<file path="src/rtl/gpr_file_sb.sv">
// -----------------------------------------------------------------------------
// gpr_file_sb
// General-purpose register file with a busy scoreboard for the processor core.
// Sits between decode (read/destination fields, hazard stall) and writeback
// (result bus, write enable).
//
// Ports:
//   clk        - clock, all state changes on the rising edge
//   reset      - asynchronous active-high reset
//   regWr      - write enable for busW into the selected destination Rw
//   Rs, Rt     - read addresses for ports A and B (Rt is also the alt. dest)
//   Rd         - primary destination
//   Rdst       - destination select: 0 = Rt, 1 = Rd
//   jal_instr  - forces the destination to LINK_REG, overrides Rdst
//   busW       - write data
//   mark_busy  - marks mark_addr as awaiting a pending result
//   mark_addr  - register to mark busy
//   busA, busB - registered read data for ports A and B
//   stall      - combinational hazard flag for the current Rs/Rt
//   busy_vec   - scoreboard bits, for debug
// -----------------------------------------------------------------------------
module gpr_file_sb #(
    parameter int DATA_W      = 32,
    parameter int ADDR_W      = 5,
    parameter int LINK_REG    = 2**ADDR_W - 1,
    parameter int ZERO_REG_EN = 1,
    parameter int BYPASS_EN   = 1
) (
    input  logic                   clk,
    input  logic                   reset,
    input  logic                   regWr,
    input  logic [ADDR_W-1:0]      Rs,
    input  logic [ADDR_W-1:0]      Rt,
    input  logic [ADDR_W-1:0]      Rd,
    input  logic                   Rdst,
    input  logic                   jal_instr,
    input  logic [DATA_W-1:0]      busW,
    input  logic                   mark_busy,
    input  logic [ADDR_W-1:0]      mark_addr,
    output logic [DATA_W-1:0]      busA,
    output logic [DATA_W-1:0]      busB,
    output logic                   stall,
    output logic [2**ADDR_W-1:0]   busy_vec
);

    localparam int                NREG      = 2**ADDR_W;
    localparam logic [ADDR_W-1:0] LINK_ADDR = ADDR_W'(LINK_REG);
    localparam logic [ADDR_W-1:0] ZERO_ADDR = {ADDR_W{1'b0}};
    localparam logic              ZERO_ON   = (ZERO_REG_EN != 0);
    localparam logic              BYP_ON    = (BYPASS_EN != 0);

    logic [DATA_W-1:0] reg_file_r [NREG];
    logic [NREG-1:0]   busy_r;
    logic [DATA_W-1:0] bus_a_r;
    logic [DATA_W-1:0] bus_b_r;

    logic [ADDR_W-1:0] rw_s;
    logic              wr_en_s;
    logic              mark_ok_s;
    logic              byp_a_s;
    logic              byp_b_s;
    logic [DATA_W-1:0] rd_a_s;
    logic [DATA_W-1:0] rd_b_s;
    logic [NREG-1:0]   busy_nxt_s;

    // Destination select: jal overrides Rdst.
    always_comb begin
        if (jal_instr) begin
            rw_s = LINK_ADDR;
        end else if (Rdst) begin
            rw_s = Rd;
        end else begin
            rw_s = Rt;
        end
    end

    // Effective write and mark qualifiers; register 0 swallows both when hardwired.
    always_comb begin
        wr_en_s   = regWr & ~(ZERO_ON & (rw_s == ZERO_ADDR));
        mark_ok_s = mark_busy & ~(ZERO_ON & (mark_addr == ZERO_ADDR));
    end

    // Bypass hits use the raw regWr: a dropped write to r0 never matters because
    // r0 reads as zero and is never busy in that configuration.
    always_comb begin
        byp_a_s = BYP_ON & regWr & (rw_s == Rs);
        byp_b_s = BYP_ON & regWr & (rw_s == Rt);
    end

    // Read-value selection for port A: zero register, bypass, then stored value.
    always_comb begin
        rd_a_s = reg_file_r[Rs];
        if (ZERO_ON && (Rs == ZERO_ADDR)) begin
            rd_a_s = {DATA_W{1'b0}};
        end else if (byp_a_s) begin
            rd_a_s = busW;
        end else begin
            rd_a_s = reg_file_r[Rs];
        end
    end

    // Read-value selection for port B: zero register, bypass, then stored value.
    always_comb begin
        rd_b_s = reg_file_r[Rt];
        if (ZERO_ON && (Rt == ZERO_ADDR)) begin
            rd_b_s = {DATA_W{1'b0}};
        end else if (byp_b_s) begin
            rd_b_s = busW;
        end else begin
            rd_b_s = reg_file_r[Rt];
        end
    end

    // Scoreboard next state: clear on a performed write, then set on mark so a
    // same-edge collision leaves the register busy for the new producer.
    always_comb begin
        busy_nxt_s            = busy_r;
        busy_nxt_s[rw_s]      = busy_r[rw_s] & ~wr_en_s;
        busy_nxt_s[mark_addr] = busy_nxt_s[mark_addr] | mark_ok_s;
        busy_nxt_s[0]         = busy_nxt_s[0] & ~ZERO_ON;
    end

    // Hazard: a busy source stalls unless its producer is being bypassed right now.
    always_comb begin
        stall = (busy_r[Rs] & ~byp_a_s) | (busy_r[Rt] & ~byp_b_s);
    end

    // Register array storage.
    always_ff @(posedge clk or posedge reset) begin
        if (reset) begin
            for (int i = 0; i < NREG; i++) begin
                reg_file_r[i] <= {DATA_W{1'b0}};
            end
        end else if (wr_en_s) begin
            reg_file_r[rw_s] <= busW;
        end
    end

    // Registered read ports and scoreboard state.
    always_ff @(posedge clk or posedge reset) begin
        if (reset) begin
            bus_a_r <= {DATA_W{1'b0}};
            bus_b_r <= {DATA_W{1'b0}};
            busy_r  <= {NREG{1'b0}};
        end else begin
            bus_a_r <= rd_a_s;
            bus_b_r <= rd_b_s;
            busy_r  <= busy_nxt_s;
        end
    end

    assign busA     = bus_a_r;
    assign busB     = bus_b_r;
    assign busy_vec = busy_r;

endmodule

</file>
<file path="config.mk">
export PLATFORM = sky130hd
export DESIGN_NAME = gpr_file_sb
export DESIGN_NICKNAME = d
export VERILOG_FILES = /design/src/rtl/gpr_file_sb.sv
export SDC_FILE = /design/constraint.sdc
export NUM_CORES = 2
export LEC_CHECK = 0
export ABC_CLOCK_PERIOD_IN_PS = 33600
export BUFFER_PORTS_ARGS = -buffer_cell sky130_fd_sc_hd__clkbuf_2
export CELL_PAD_IN_SITES_DETAIL_PLACEMENT = 0
export CELL_PAD_IN_SITES_GLOBAL_PLACEMENT = 2
export CORE_AREA = 2 2 363 401
export DETAILED_ROUTE_END_ITERATION = 16
export DIE_AREA = 0 0 365 403
export PLACE_DENSITY_LB_ADDON = 0.1
export SYNTH_ARGS = -nofsm -noshare
export SYNTH_HDL_FRONTEND = slang
export SYNTH_SLANG_ARGS = --single-unit
</file>
<file path="constraint.sdc">
create_clock -name clk -period 33.6 [get_ports clk]
set_clock_uncertainty 0.2 [all_clocks]
set_input_delay 3.36 -clock clk [delete_from_list [all_inputs] [get_ports clk]]
set_output_delay 3.36 -clock clk [all_outputs]
set_load 0.02 [all_outputs]
</file>
==> summary.md <==
| Metric | Value |
|---|---|
| Commonest non-fill, non-tap cell in the layout | dfrtp_1 |
| First-pass GRT wire length | 284 mm |
| Root Buffer | clkbuf_16 |
| Input/output buffers | 153 |
| Sequential element share of the synthesized area | 0.468 |
| Worst setup path start | Rs[1] |
| Worst vdd ir | 0.0486 mV |
| Slowest cell delay on critical path | 0.70 ns |
| 1st-pass router iterations | 5 |
| CTS HTree Levels | 4 |
| Critical path class | input port to primary output |
| Die Span X | 365 µm |
| Hold_ws | 0.190 ns |
| Dpl hpwl | 103 mm |
| Sw power | 0.00108 W |
| Max Transition Viols Final | 0 |
| YS warnings | 0 |
| Setup violations, final | 0 |
| Status | complete, no violations |
| Share of power burned in registers | 0.442 |
| Post-layout min period | 10.01 ns |
| Clk pwr share | 0.378 |
| HP Start | reg_file_r[1016]$_DFFE_PP0P_ |
| Clock Path Buffers | 3 |
| Reg2reg end | busy_vec[31]$_DFF_PP0_ |
| Max-Cap Viols | 0 |
| RSZ-0062 raised after global routing | false |
| Postcts setup bufs | 0 |
| Required time of the critical path | 30.04 ns |
| Worst path slowest cell | buf_4 |
| EDFF count, synth | 0 |
| Pint | 0.00280 W |
| Cell taking the most area after synthesis | dfrtp_1 |
| Hold Buf Count CTS | 0 |
| CTS sink cnt | 1,119 |
| Syn Std Cell Area | 59,800 µm² |
| Initial core utilization | 0.418 |
| Aggregate global routing overflow | 0 |
| CTS tree | yes |
| Final Power | 0.00387 W |
| Fmax | 0.0999 GHz |
| Worst min-delay path class | register to register |
| FF-to-FF path depth | 8 |
| Standby leakage power | 29.6 nW |
| Synth-to-layout area growth | 11.3% |
| Final hold vios | 0 |
| Routability cong. | 0.822 |
| Initial DRC count | 3,168 |
| Cell variety after synth | 79 |
| Crit path DAT | 6.45 ns |
| Switching share of power | 0.278 |
| Crit. End Element | primary output |
| Synth Net Count | 4,066 |
| Rows | 146 |
| Slew HR | 0.249 |
| GRT Total Usage | 0.270 |
| Core area | 143,000 µm² |
| Worst skew pair latency | 0.78 ns |
| Die Y | 403 µm |
| Routed vias | 37,100 |
| DR vias/cell | 6.24 |
| Setup TNS | 0 ns |
| DR DRC count | 0 |
| Power Dens Cells | 58.2 nW/µm² |
| Critical path buffer and inverter count | 3 |
| TritonCTS Buffers | 132 |
| Critical path, cell by cell | buf_8 > buf_4 > mux4_2 > mux4_2 > mux2_2 > a22o_1 > clkbuf_2 |
| Pre-CTS WS | 23.59 ns |
| Worst setup margin | 23.59 ns |
| Hold-critical path depth | 0 |
| Cell family with most CP delay | buffers and inverters |
| Syn_area_per_cell | 14.9 µm² |
| Combinational share of power | 0.180 |
| Pin count of the biggest net entering global routing | 161 |
| Post-Syn Instances | 4,008 |
| Register-to-register setup slack | 29.46 ns |
| Clk slew on worst S/H paths | 0.06 ns |
| Final worst path period share | 0.298 |
| Share of cells above drive strength 1 | 0.516 |
| Largest cells by area after synthesis | dfrtp_1 (47%), mux4_2 (22%), mux2_2 (19%) |
| Most used cell, CP | mux4_2 |
| Number of global-route vias before repair | 38,500 |
| Share of the synthesized area in the top cell type | 0.468 |
| Startpoint Class | input port |
| Resize count post-CTS | 0 |
| Crit. path cell count | 7 |
| Wire per inst | 32.9 µm |
| Final WL | 195 mm |
| NumNets Final | 3,976 |
| Worst-Margin Slew | 1.13 ns |
| Initial antenna violation count | 3 |
| CP max FO | 74 |
| Commonest cells after routing, fill and taps aside | dfrtp_1 (1,119), mux2_2 (1,003), mux4_2 (582), mux2i_1 (170), nor2_1 (146) |
| Total Die Area | 147,000 µm² |
| Asr flop ratio synth | 1.00 |
| Boundary Pins | 155 |
| Hold EP | reg_file_r[1016]$_DFFE_PP0P_ |
| Routed Antenna Nets | 0 |
| Final Util | 0.465 |
| Seq cells post-synth | 1,119 |
| Worst r2r src | busy_vec[4]$_DFF_PP0_ |
| Primary FF master, synth | dfrtp_1 |
per-stage QoR:
stage               cell area, µm²  std cells
floorplan                    59800       4008
global placement             62200       5708
detailed placement           62200       5708
CTS                          66600       5943
global route                 66600       5943
finish                       66600       5944
synth_stat cells, types with 6 or more instances:
cell type  count
a32oi_1        7
a31oi_1       20
nand2b_1       7
nor3_1         9
a221oi_1       9
buf_1        140
mux2_2      1003
a21oi_1       71
o21ai_0       74
nand3b_1       6
mux4_2       582
nand3_1       21
inv_1          6
mux2i_1      170
a22oi_1       37
nand2_1       78
dfrtp_1     1119
buf_2         21
nand4_1        7
nor2_1       150
clkbuf_1     281
a211oi_1      84
routing by layer:
layer,vias up,GRT usage,part of all wire
met5,-,0,0.000072
met2,1078,0.423,0.47
li1,15400,-,-
met3,298,0.0502,0.055
met4,2,0.0771,0.027
met1,20400,0.384,0.44
logic make-up after synthesis:
| kind of cell | share of synthesized area |
|---|---|
| compound gates | 0.0395 |
| xor+xnor | 0.000732 |
| buf+inv | 0.0300 |
| flops | 0.468 |
| mux | 0.437 |
| other cells | 0.0000627 |
| simple gates | 0.0249 |
area by class of cell:
cell class	count	area [µm²]
tap	1924	2410
clock inverter	30	388
inverter	6	26.3
fill	12800	76700
multi-input combinational	2433	30300
timing repair buffer	226	1430
antenna	1	2.50
sequential	1119	28000
clock buffer	205	4010
how the worst max path moves through the flow:
stage                   endpoint  slack [ns]
6_report                   stall       23.59
3_3_place_gp               stall       23.55
2_1_floorplan  busA[0]$_DFF_PP0_       14.60
4_1_cts                    stall       23.59
3_5_place_dp               stall       23.59
5_1_grt                    stall       23.49
power by group through the flow:
stage	Combinational (W)	Sequential, W	Clock, W
after floorplan	0.000511	0.00170	0
after global placement	0.000697	0.00172	0
after detailed placement	0.000704	0.00173	0
after CTS	0.000706	0.00171	0.00150
after global routing	0.000750	0.00174	0.00155
final	0.000697	0.00171	0.00147
state kept, by name, indices dropped and copies added (netlist names):
signal	flops
busA	32
busB	32
busy_vec	31
reg_file_r	1024
No activity file was read; power rests on OpenSTA's default activity.
